## config.mk

```make
export PLATFORM = sky130hd
export DESIGN_NAME = split_load_unit
export DESIGN_NICKNAME = d
export VERILOG_FILES = /design/src/rtl/split_load_unit.sv
export SDC_FILE = /design/constraint.sdc
export NUM_CORES = 1
export LEC_CHECK = 0
export BUFFER_PORTS_ARGS = -buffer_cell sky130_fd_sc_hd__buf_2
export CAP_MARGIN = 10
export CORE_MARGIN = 2
export CORE_UTILIZATION = 46
export CTS_CLUSTER_DIAMETER = 120
export CTS_CLUSTER_SIZE = 14
export DETAILED_ROUTE_END_ITERATION = 12
export HOLD_SLACK_MARGIN = 0.03
export PLACE_DENSITY = 0.69
export SYNTH_ARGS = -nofsm -noshare
export SYNTH_HDL_FRONTEND = slang
export SYNTH_SLANG_ARGS = --single-unit
```

## constraint.sdc

```tcl
create_clock -name clk -period 2.4 [get_ports clk]
set_input_delay 0.12 -clock clk [delete_from_list [all_inputs] [get_ports clk]]
set_output_delay 0.12 -clock clk [all_outputs]
set_load 0.02 [all_outputs]
```

## src/rtl/split_load_unit.sv

```systemverilog
// Load reader for the synchronous DataRam; word-crossing loads become two back-to-back reads.
// Optional macro SPLIT_LOAD_TRAP_EN: crossing loads fault instead of being split.
module split_load_unit #(
  parameter int unsigned ADDR_W = 32
) (
  input  logic              clk,
  input  logic              rst_n,
  input  logic              clear,
  input  logic              ReqValid,
  output logic              ReqReady,
  input  logic [2:0]        LoadType,
  input  logic [ADDR_W-1:0] Addr,
  input  logic [4:0]        RdIn,
  output logic              RamEn,
  output logic [ADDR_W-3:0] RamAddr,
  input  logic [31:0]       RamRd,
  output logic              LoadValid,
  output logic [31:0]       LoadData,
  output logic [4:0]        LoadRd,
  output logic              LoadFault
);

  typedef enum logic [1:0] {IDLE, RD1, RD2} state_t;
  typedef enum logic [2:0] {
    LT_B  = 3'b000,
    LT_H  = 3'b001,
    LT_W  = 3'b010,
    LT_BU = 3'b100,
    LT_HU = 3'b101
  } load_t;

  state_t            state, state_nxt;
  load_t             ltype_q, ltype_in;
  logic [1:0]        off_q;
  logic [4:0]        rd_q;
  logic              cross_q, cross_in;
  logic [ADDR_W-3:0] waddr_q;
  logic              accept;
  logic              second_rd;
  logic [31:0]       data_q;
  logic              valid_q;
  logic [4:0]        lrd_q;
`ifdef SPLIT_LOAD_TRAP_EN
  logic              fault_q;
`else
  logic [31:0]       word0_q;
`endif

  // Little-endian pick: shift the {upper, lower} word pair right by the byte offset.
  function automatic logic [31:0] extract(load_t t, logic [1:0] off, logic [63:0] pair);
    logic [63:0] sh;
    logic [31:0] res;
    sh = pair >> {off, 3'b000};
    case (t)
      LT_B:    res = {{24{sh[7]}}, sh[7:0]};
      LT_BU:   res = {24'h0, sh[7:0]};
      LT_H:    res = {{16{sh[15]}}, sh[15:0]};
      LT_HU:   res = {16'h0, sh[15:0]};
      default: res = sh[31:0];
    endcase
    return res;
  endfunction

  always_ff @(posedge clk) begin
    if (!rst_n) state <= IDLE;
    else        state <= state_nxt;
  end

  always_comb begin
    state_nxt = state;
    case (state)
      IDLE: if (accept) state_nxt = RD1;
      RD1: begin
`ifdef SPLIT_LOAD_TRAP_EN
        state_nxt = IDLE;
`else
        if (clear || !cross_q) state_nxt = IDLE;
        else                   state_nxt = RD2;
`endif
      end
      default: state_nxt = IDLE;
    endcase
  end

  always_comb begin
    ReqReady  = (state == IDLE) && !clear;
    accept    = ReqValid && ReqReady;
`ifdef SPLIT_LOAD_TRAP_EN
    second_rd = 1'b0;
`else
    second_rd = (state == RD1) && cross_q && !clear;
`endif
    RamEn     = accept || second_rd;
    if (accept)         RamAddr = Addr[ADDR_W-1:2];
    else if (second_rd) RamAddr = waddr_q + 1'b1;
    else                RamAddr = '0;

    case (LoadType)
      3'b000:  ltype_in = LT_B;
      3'b001:  ltype_in = LT_H;
      3'b100:  ltype_in = LT_BU;
      3'b101:  ltype_in = LT_HU;
      default: ltype_in = LT_W;
    endcase
    case (ltype_in)
      LT_H, LT_HU: cross_in = (Addr[1:0] == 2'd3);
      LT_W:        cross_in = (Addr[1:0] != 2'd0);
      default:     cross_in = 1'b0;
    endcase
  end

  always_ff @(posedge clk) begin
    if (!rst_n) begin
      ltype_q <= LT_B;
      off_q   <= '0;
      rd_q    <= '0;
      cross_q <= 1'b0;
      waddr_q <= '0;
      valid_q <= 1'b0;
      data_q  <= '0;
      lrd_q   <= '0;
`ifdef SPLIT_LOAD_TRAP_EN
      fault_q <= 1'b0;
`else
      word0_q <= '0;
`endif
    end else begin
      valid_q <= 1'b0;
`ifdef SPLIT_LOAD_TRAP_EN
      fault_q <= 1'b0;
`endif
      if (accept) begin
        ltype_q <= ltype_in;
        off_q   <= Addr[1:0];
        rd_q    <= RdIn;
        cross_q <= cross_in;
        waddr_q <= Addr[ADDR_W-1:2];
      end
      // Result registers only change with a pulse, so a clear leaves the previous result intact.
      if (state == RD1 && !clear) begin
        if (!cross_q) begin
          valid_q <= 1'b1;
          data_q  <= extract(ltype_q, off_q, {32'h0, RamRd});
          lrd_q   <= rd_q;
        end else begin
`ifdef SPLIT_LOAD_TRAP_EN
          valid_q <= 1'b1;
          fault_q <= 1'b1;
          data_q  <= '0;
          lrd_q   <= rd_q;
`else
          word0_q <= RamRd;
`endif
        end
      end
`ifndef SPLIT_LOAD_TRAP_EN
      if (state == RD2 && !clear) begin
        valid_q <= 1'b1;
        data_q  <= extract(ltype_q, off_q, {RamRd, word0_q});
        lrd_q   <= rd_q;
      end
`endif
    end
  end

  assign LoadValid = valid_q;
  assign LoadData  = data_q;
  assign LoadRd    = lrd_q;
`ifdef SPLIT_LOAD_TRAP_EN
  assign LoadFault = fault_q;
`else
  assign LoadFault = 1'b0;
`endif

endmodule

```

[Word-level counts from Yosys, hierarchy flattened]
Index checks and enable logic that the tools add are counted.
Cells by class
  add/subtract/negate cells: 1
  $mul: 0
  div/mod/pow operators: 0
  magnitude comparators: 0
  equal/unequal tests: 14
  shifts and indexed selects: 2
  multiplexer cells: 18
  bitwise operators: 0
  reduce and logical (&&, ||, !) cells: 18
Operators by type and width (count)
  $pmux 32 s4: 2
  $mux 32: 3
  $shr 64x5->32: 1
  $mux 30: 2
  $shr 32x5->32: 1
  $add 30x1->30 const B: 1
  $eq 3x3->1 const B: 5
  $mux 5: 3
  $pmux 3 s4: 1
  $eq 3x1->1 const B: 3
  $logic_and 1x1->1: 6
  $logic_not 3->1: 2
  $eq 2x2->1 const B: 2
  $mux 2: 2
  $pmux 2 s2: 1
  $reduce_and 2->1: 2
  $reduce_bool 2->1: 2
  $eq 3x2->1 const B: 1
  $mux 1: 3
  $eq 2x1->1 const B: 1
  $logic_not 1->1: 2
  $logic_not 2->1: 1
  $logic_or 1x1->1: 2
  $ne 2x1->1 const B: 1
  3 further kinds: 3
Word-level totals
  register bits after elaboration: 113
  latch bits: 0
  RAM bits: 0
  bits in read-only memories: 0
  input bits: 76
  logic and storage cells: 63
  memories kept: 0

[Depth between registers and ports, before layout]
  depth after elaboration: 5
  gate-level depth with buffers: 8

[Worst setup path after synthesis]
Ideal clock, no wire load.
  kind: register to output
  from: register waddr_q[0]
  to: output RamAddr[26]
  data arrival time: 1901 ps
  path slack: 379 ps
  stages on the path, launching flop included: 8
  cells stage by stage: dfxtp_1 -> ha_1 -> and3_1 -> buf_2 -> nand4_4 -> nor4_1 -> xnor2_1 -> o21ai_0
Between the ends
  longest elaborated chain between the ends: 3
Ends and longest elaborated chain
  start, declared: line 37  | logic [ADDR_W-3:0] waddr_q;
  start signal, assigned: line 137  | waddr_q <= Addr[ADDR_W-1:2];
  $add 30x1->30: line 95  | else if (second_rd) RamAddr = waddr_q + 1'b1;
  $mux 30: line 95
  $mux 30: line 94  | if (accept) RamAddr = Addr[ADDR_W-1:2];
  end, declared: line 15  | output logic [ADDR_W-3:0] RamAddr,
Every way passes these cells.

[Worst setup path after layout]
  from: register waddr_q[0]
  to: output RamAddr[28]
Same word-level chain as after synthesis.

==> summary.txt <==
Outcome
  – Status: finished, final reports clean

Synth
  – Synth warnings: 0
  – Portion of netlist area occupied by mux cells: 0.1297
  – Simple-gate share of the synthesized area: 0.2055
  – Net Count, Synth: 889
  – Number of enable-type register cells in the synthesized netlist: 0
  – Syn_area_per_cell: just over 8 um^2
  – Synth Area in Compound Gates: 0.2387
  – Syn Inst Count: 812
  – Sequential-to-total area share from yosys stat: 0.3393
  – Cell variety after synth: 54
  – Area share of xor/xnor cells in the synthesized design: 0.03679
  – Mapped cell area: between 6000 and 7000 um^2
  – Number of storage elements in the synthesis netlist: about 110
  – Synthesized-area fraction occupied by adder cells: 0.001877
  – Main combinational cell family by area after synthesis: compound AO/OA/AOI/OAI gates
  – Most used flip-flop cell after synthesis: sky130_fd_sc_hd__dfxtp_1
  – Async SR Flop Fraction: 0

Drt
  – DRC violation count after routing: 0
  – Total iterations of the first detailed-routing run: 5
  – Met2 wirelength from detailed routing: ~9100 um
  – Vias: 6,827
  – Met1 Wirelength: 9352 um
  – Post-route antenna net violation count: 0
  – Vias per inst: about 5.7
  – Highest metal used: met4
  – Post-Route WL: between 20,000 and 25,000 um
  – Mean routed wirelength per cell: 17.45 um
  – Number of DRC markers after the initial detailed-route iteration: 791
  – Met3 wire length: between 2000 and 2500 um

Min path
  – Class of the worst hold path: primary input to register
  – Hold Crit Start: RamRd[25]
  – Terminating pin of the worst hold path: word0_q[25]$_SDFFE_PN0P_
  – Worst Hold Depth: 3

Floorplanning
  – Area of the die: approximately 15,000 um^2
  – Number of placement rows: 43
  – Top-level I/O count: 147
  – Horiz. Die Dim: roughly 120 um
  – Area of the core region: 14,040 um^2
  – Chip height: 124.4 um
  – Initial core utilization: 0.4747

Finish
  – Footprint of the multi-input gates: 4153 um^2
  – Area growth from synthesis to layout: 33.00%
  – Total Nets Final: between 1k and 1.5k
  – Fraction of layout instances using a drive strength above 1: 0.2520
  – Most frequent cells in the layout: sky130_fd_sc_hd__nand2_1, sky130_fd_sc_hd__buf_2, sky130_fd_sc_hd__dfxtp_1
  – Most common cell after layout, fill and taps aside: sky130_fd_sc_hd__nand2_1
  – Cell Count, Final, Fillers Out: 1,200
  – FILL cells: between 1k and 1.5k
  – Register cell area after layout: ~2300 um^2
  – Diodes inserted: 0

Worst setup path
  – Critical path cell sequence: ha_2, and3_4, nand4_4, nor4_4, xnor2_1, o21ai_0, buf_2
  – Max stage delay on crit path: 0.37 ns
  – Maximum net fanout on the critical path: 6
  – Launching element type of the critical path: register
  – Number of cells traversed by the worst register-to-register path: 6
  – Worst Path Required: between 2 and 2.5 ns
  – Highest-delay cell along the critical path: sky130_fd_sc_hd__dfxtp_4
  – Reg2Reg Setup Slack: 0.27 ns
  – Crit Reg-Reg Endpoint: LoadData[28]$_SDFFE_PN0P_
  – Category of the worst setup path capture point: output port
  – Start-to-end type of the worst setup path: register to output port
  – Arrival @ worst endpoint: 2.14 ns
  – Source of the worst register-to-register timing path: off_q[0]$_SDFFE_PN0P_

Timing
  – Post-route clock period utilization: 0.9400
  – Slew at the pin closest to its max-slew limit: between 0.7 and 0.8 ns
  – Final hold violation count: 0
  – Final setup violation count: 0
  – Final min period: 2.256 ns
  – Unrepaired setup endpoints after global routing: true
  – Count of pins over their slew limit: 0
  – Maximum clock skew at final layout: roughly 0.0086 ns
  – FMAX: between 400 and 500 MHz
  – Worst relative slew slack: 0.4957

GRT
  – GRT Overall Usage: 0.2632
  – Sum of overflow across all layers after global routing: 0
  – Initial antenna violation count: 0
  – Largest net degree at the start of global routing: 63
  – Global-route wire length before repair: approximately 33,000 um
  – Via count of the first global-routing pass: 6,496

Pwr
  – Leak Pwr: 3.473 nW
  – Power density relative to cell area: ~570 nW/um^2
  – Power Total: 5.066 mW
  – Peak supply drop: 0.5146 mV

CTS
  – Sink Count: roughly 110
  – TritonCTS buffer count: 17
  – Clock slew seen by the registers of the worst setup and hold paths: approximately 0.05 ns
  – CTS tree: built
  – Total number of H-tree levels: 4
  – Insertion delay of the later-clocked pin in the worst-skew pair: 0.41 ns
  – Clock root cell: sky130_fd_sc_hd__clkbuf_16
  – Longest Clk Path Bufs: 2

Placement
  – Count of port buffers added during placement: 145
  – Global placer's final weighted congestion: ~0.9
  – Placed insts: between 1k and 1.5k
  – Detailed Place HPWL: 13,910 um

Flow run
  – Max-cap viol count: 0
-- cell usage after synthesis (4+ instances only) --
cell type | instances | area share
sky130_fd_sc_hd__and4_1 | 5 | 0.0066
sky130_fd_sc_hd__nor4_1 | 4 | 0.0038
sky130_fd_sc_hd__and2_1 | 6 | 0.0056
sky130_fd_sc_hd__xor2_1 | 12 | 0.016
sky130_fd_sc_hd__o31a_1 | 12 | 0.016
sky130_fd_sc_hd__nor2_1 | 27 | 0.015
sky130_fd_sc_hd__mux4_2 | 21 | 0.071
sky130_fd_sc_hd__a221o_1 | 10 | 0.015
sky130_fd_sc_hd__mux2i_1 | 23 | 0.035
sky130_fd_sc_hd__o22ai_1 | 8 | 0.0075
sky130_fd_sc_hd__dfxtp_1 | 113 | 0.34
sky130_fd_sc_hd__o21ai_0 | 49 | 0.037
sky130_fd_sc_hd__nand4_1 | 5 | 0.0047
sky130_fd_sc_hd__nor3b_1 | 4 | 0.0045
sky130_fd_sc_hd__a21boi_0 | 78 | 0.088
sky130_fd_sc_hd__mux2_2 | 13 | 0.022
sky130_fd_sc_hd__nor3_1 | 6 | 0.0045
sky130_fd_sc_hd__o211ai_1 | 7 | 0.0079
sky130_fd_sc_hd__and3_1 | 10 | 0.0094
sky130_fd_sc_hd__a32o_1 | 5 | 0.0075
sky130_fd_sc_hd__o21a_1 | 5 | 0.0056
sky130_fd_sc_hd__buf_2 | 16 | 0.012
sky130_fd_sc_hd__nand2_1 | 213 | 0.12
sky130_fd_sc_hd__xnor2_1 | 16 | 0.021
sky130_fd_sc_hd__a21oi_1 | 43 | 0.032
sky130_fd_sc_hd__buf_4 | 5 | 0.0056
sky130_fd_sc_hd__nor2b_1 | 5 | 0.0047
sky130_fd_sc_hd__buf_6 | 4 | 0.0068
sky130_fd_sc_hd__o221ai_1 | 5 | 0.0066
sky130_fd_sc_hd__nand3_1 | 14 | 0.011
sky130_fd_sc_hd__clkbuf_1 | 37 | 0.021
-- registers in the layout, indices dropped and copies added, names as in the netlist --
name	count
rd_q	5
LoadRd	5
word0_q	32
LoadData	32
LoadValid	1
off_q	2
waddr_q	30
state	2
ltype_q	3
cross_q	1
-- per-layer routing --
metal / GRT usage / up-vias
met1: 0.3759 / 3147
li1: - / 3279
met5: 0 / -
met2: 0.3864 / 357
met4: 0.08526 / 0
met3: 0.06916 / 44
-- layout make-up --
type | instances | share of cell area
Sequential cell | 113 | 0.2561
Inverter | 3 | 0.001270
Tap cell | 180 | 0.02540
Multi-Input combinational cell | 634 | 0.4684
Clock buffer | 25 | 0.05814
Timing Repair Buffer | 241 | 0.1850
Clock inverter | 4 | 0.005645
-- worst max-delay path by stage --
stage                                        from  slack [ns]  cells past startpoint                        end
after global routing      waddr_q[0]$_SDFFE_PN0P_       -0.01                      7                RamAddr[24]
final                     waddr_q[0]$_SDFFE_PN0P_        0.14                      7                RamAddr[28]
after floorplan           waddr_q[0]$_SDFFE_PN0P_        0.38                      7                RamAddr[26]
after detailed placement    off_q[0]$_SDFFE_PN0P_        0.31                      6  LoadData[28]$_SDFFE_PN0P_
after global placement      off_q[0]$_SDFFE_PN0P_        0.37                      6  LoadData[25]$_SDFFE_PN0P_
after CTS                 waddr_q[0]$_SDFFE_PN0P_        0.02                      7                RamAddr[26]
-- through the flow --
step                      setup TNS, ns  utilization  hold WS [ns]  setup slack, ns  instance area, um^2
after floorplan                       0            -        0.2649           0.3787                 6666
after global placement                0       0.5336        0.3720           0.3696                 7493
after detailed placement              0       0.5336        0.3747           0.3106                 7493
after CTS                             0       0.6255       0.03146          0.01540                 8783
after global routing           -0.02225       0.6314       0.05096         -0.01300                 8866
final                                 0       0.6314       0.04979           0.1439                 8866
-- cell families (layout without fill, tap and decap cells) --
| family | count (synthesis) | count (layout) |
|---|---|---|
| and+or+nand+nor | 312 | 313 |
| other | 1 | 1 |
| muxes | 58 | 58 |
| buffers and inverters | 66 | 273 |
| adders and majority gates | 1 | 1 |
| DFF | 113 | 113 |
| xor gates and xnor gates | 28 | 28 |
| AOI/OAI and AO/OA | 233 | 233 |
-- worst max-delay path: cells and delay by family (launching register included) --
kind | cells | cell delay, ns
simple gates | 3 | 0.78
flops | 1 | 0.37
fa+ha+maj | 1 | 0.18
buf+inv | 1 | 0.18
compound gates | 1 | 0.13
xor+xnor | 1 | 0.09
-- what timing repair did --
| action | CTS | global route |
|---|---|---|
| gates cloned | 0 | 1 |
| endpoints found under the hold margin | 71 | 0 |
| hold buffers | 71 | 0 |
| setup buffers | 0 | 3 |
| pin swaps | 0 | 1 |
| gates resized for setup | 3 | 16 |
| setup endpoints to repair | 4 | 20 |
-- where the power goes --
part | internal (mW) | leakage, nW | total [mW] | switching (mW)
clock | 1.57 | 0.273 | 2.41 | 0.843
combinational | 0.310 | 2.28 | 0.670 | 0.360
sequential | 1.93 | 0.918 | 1.99 | 0.0570
(Power assumes the default switching activity.)
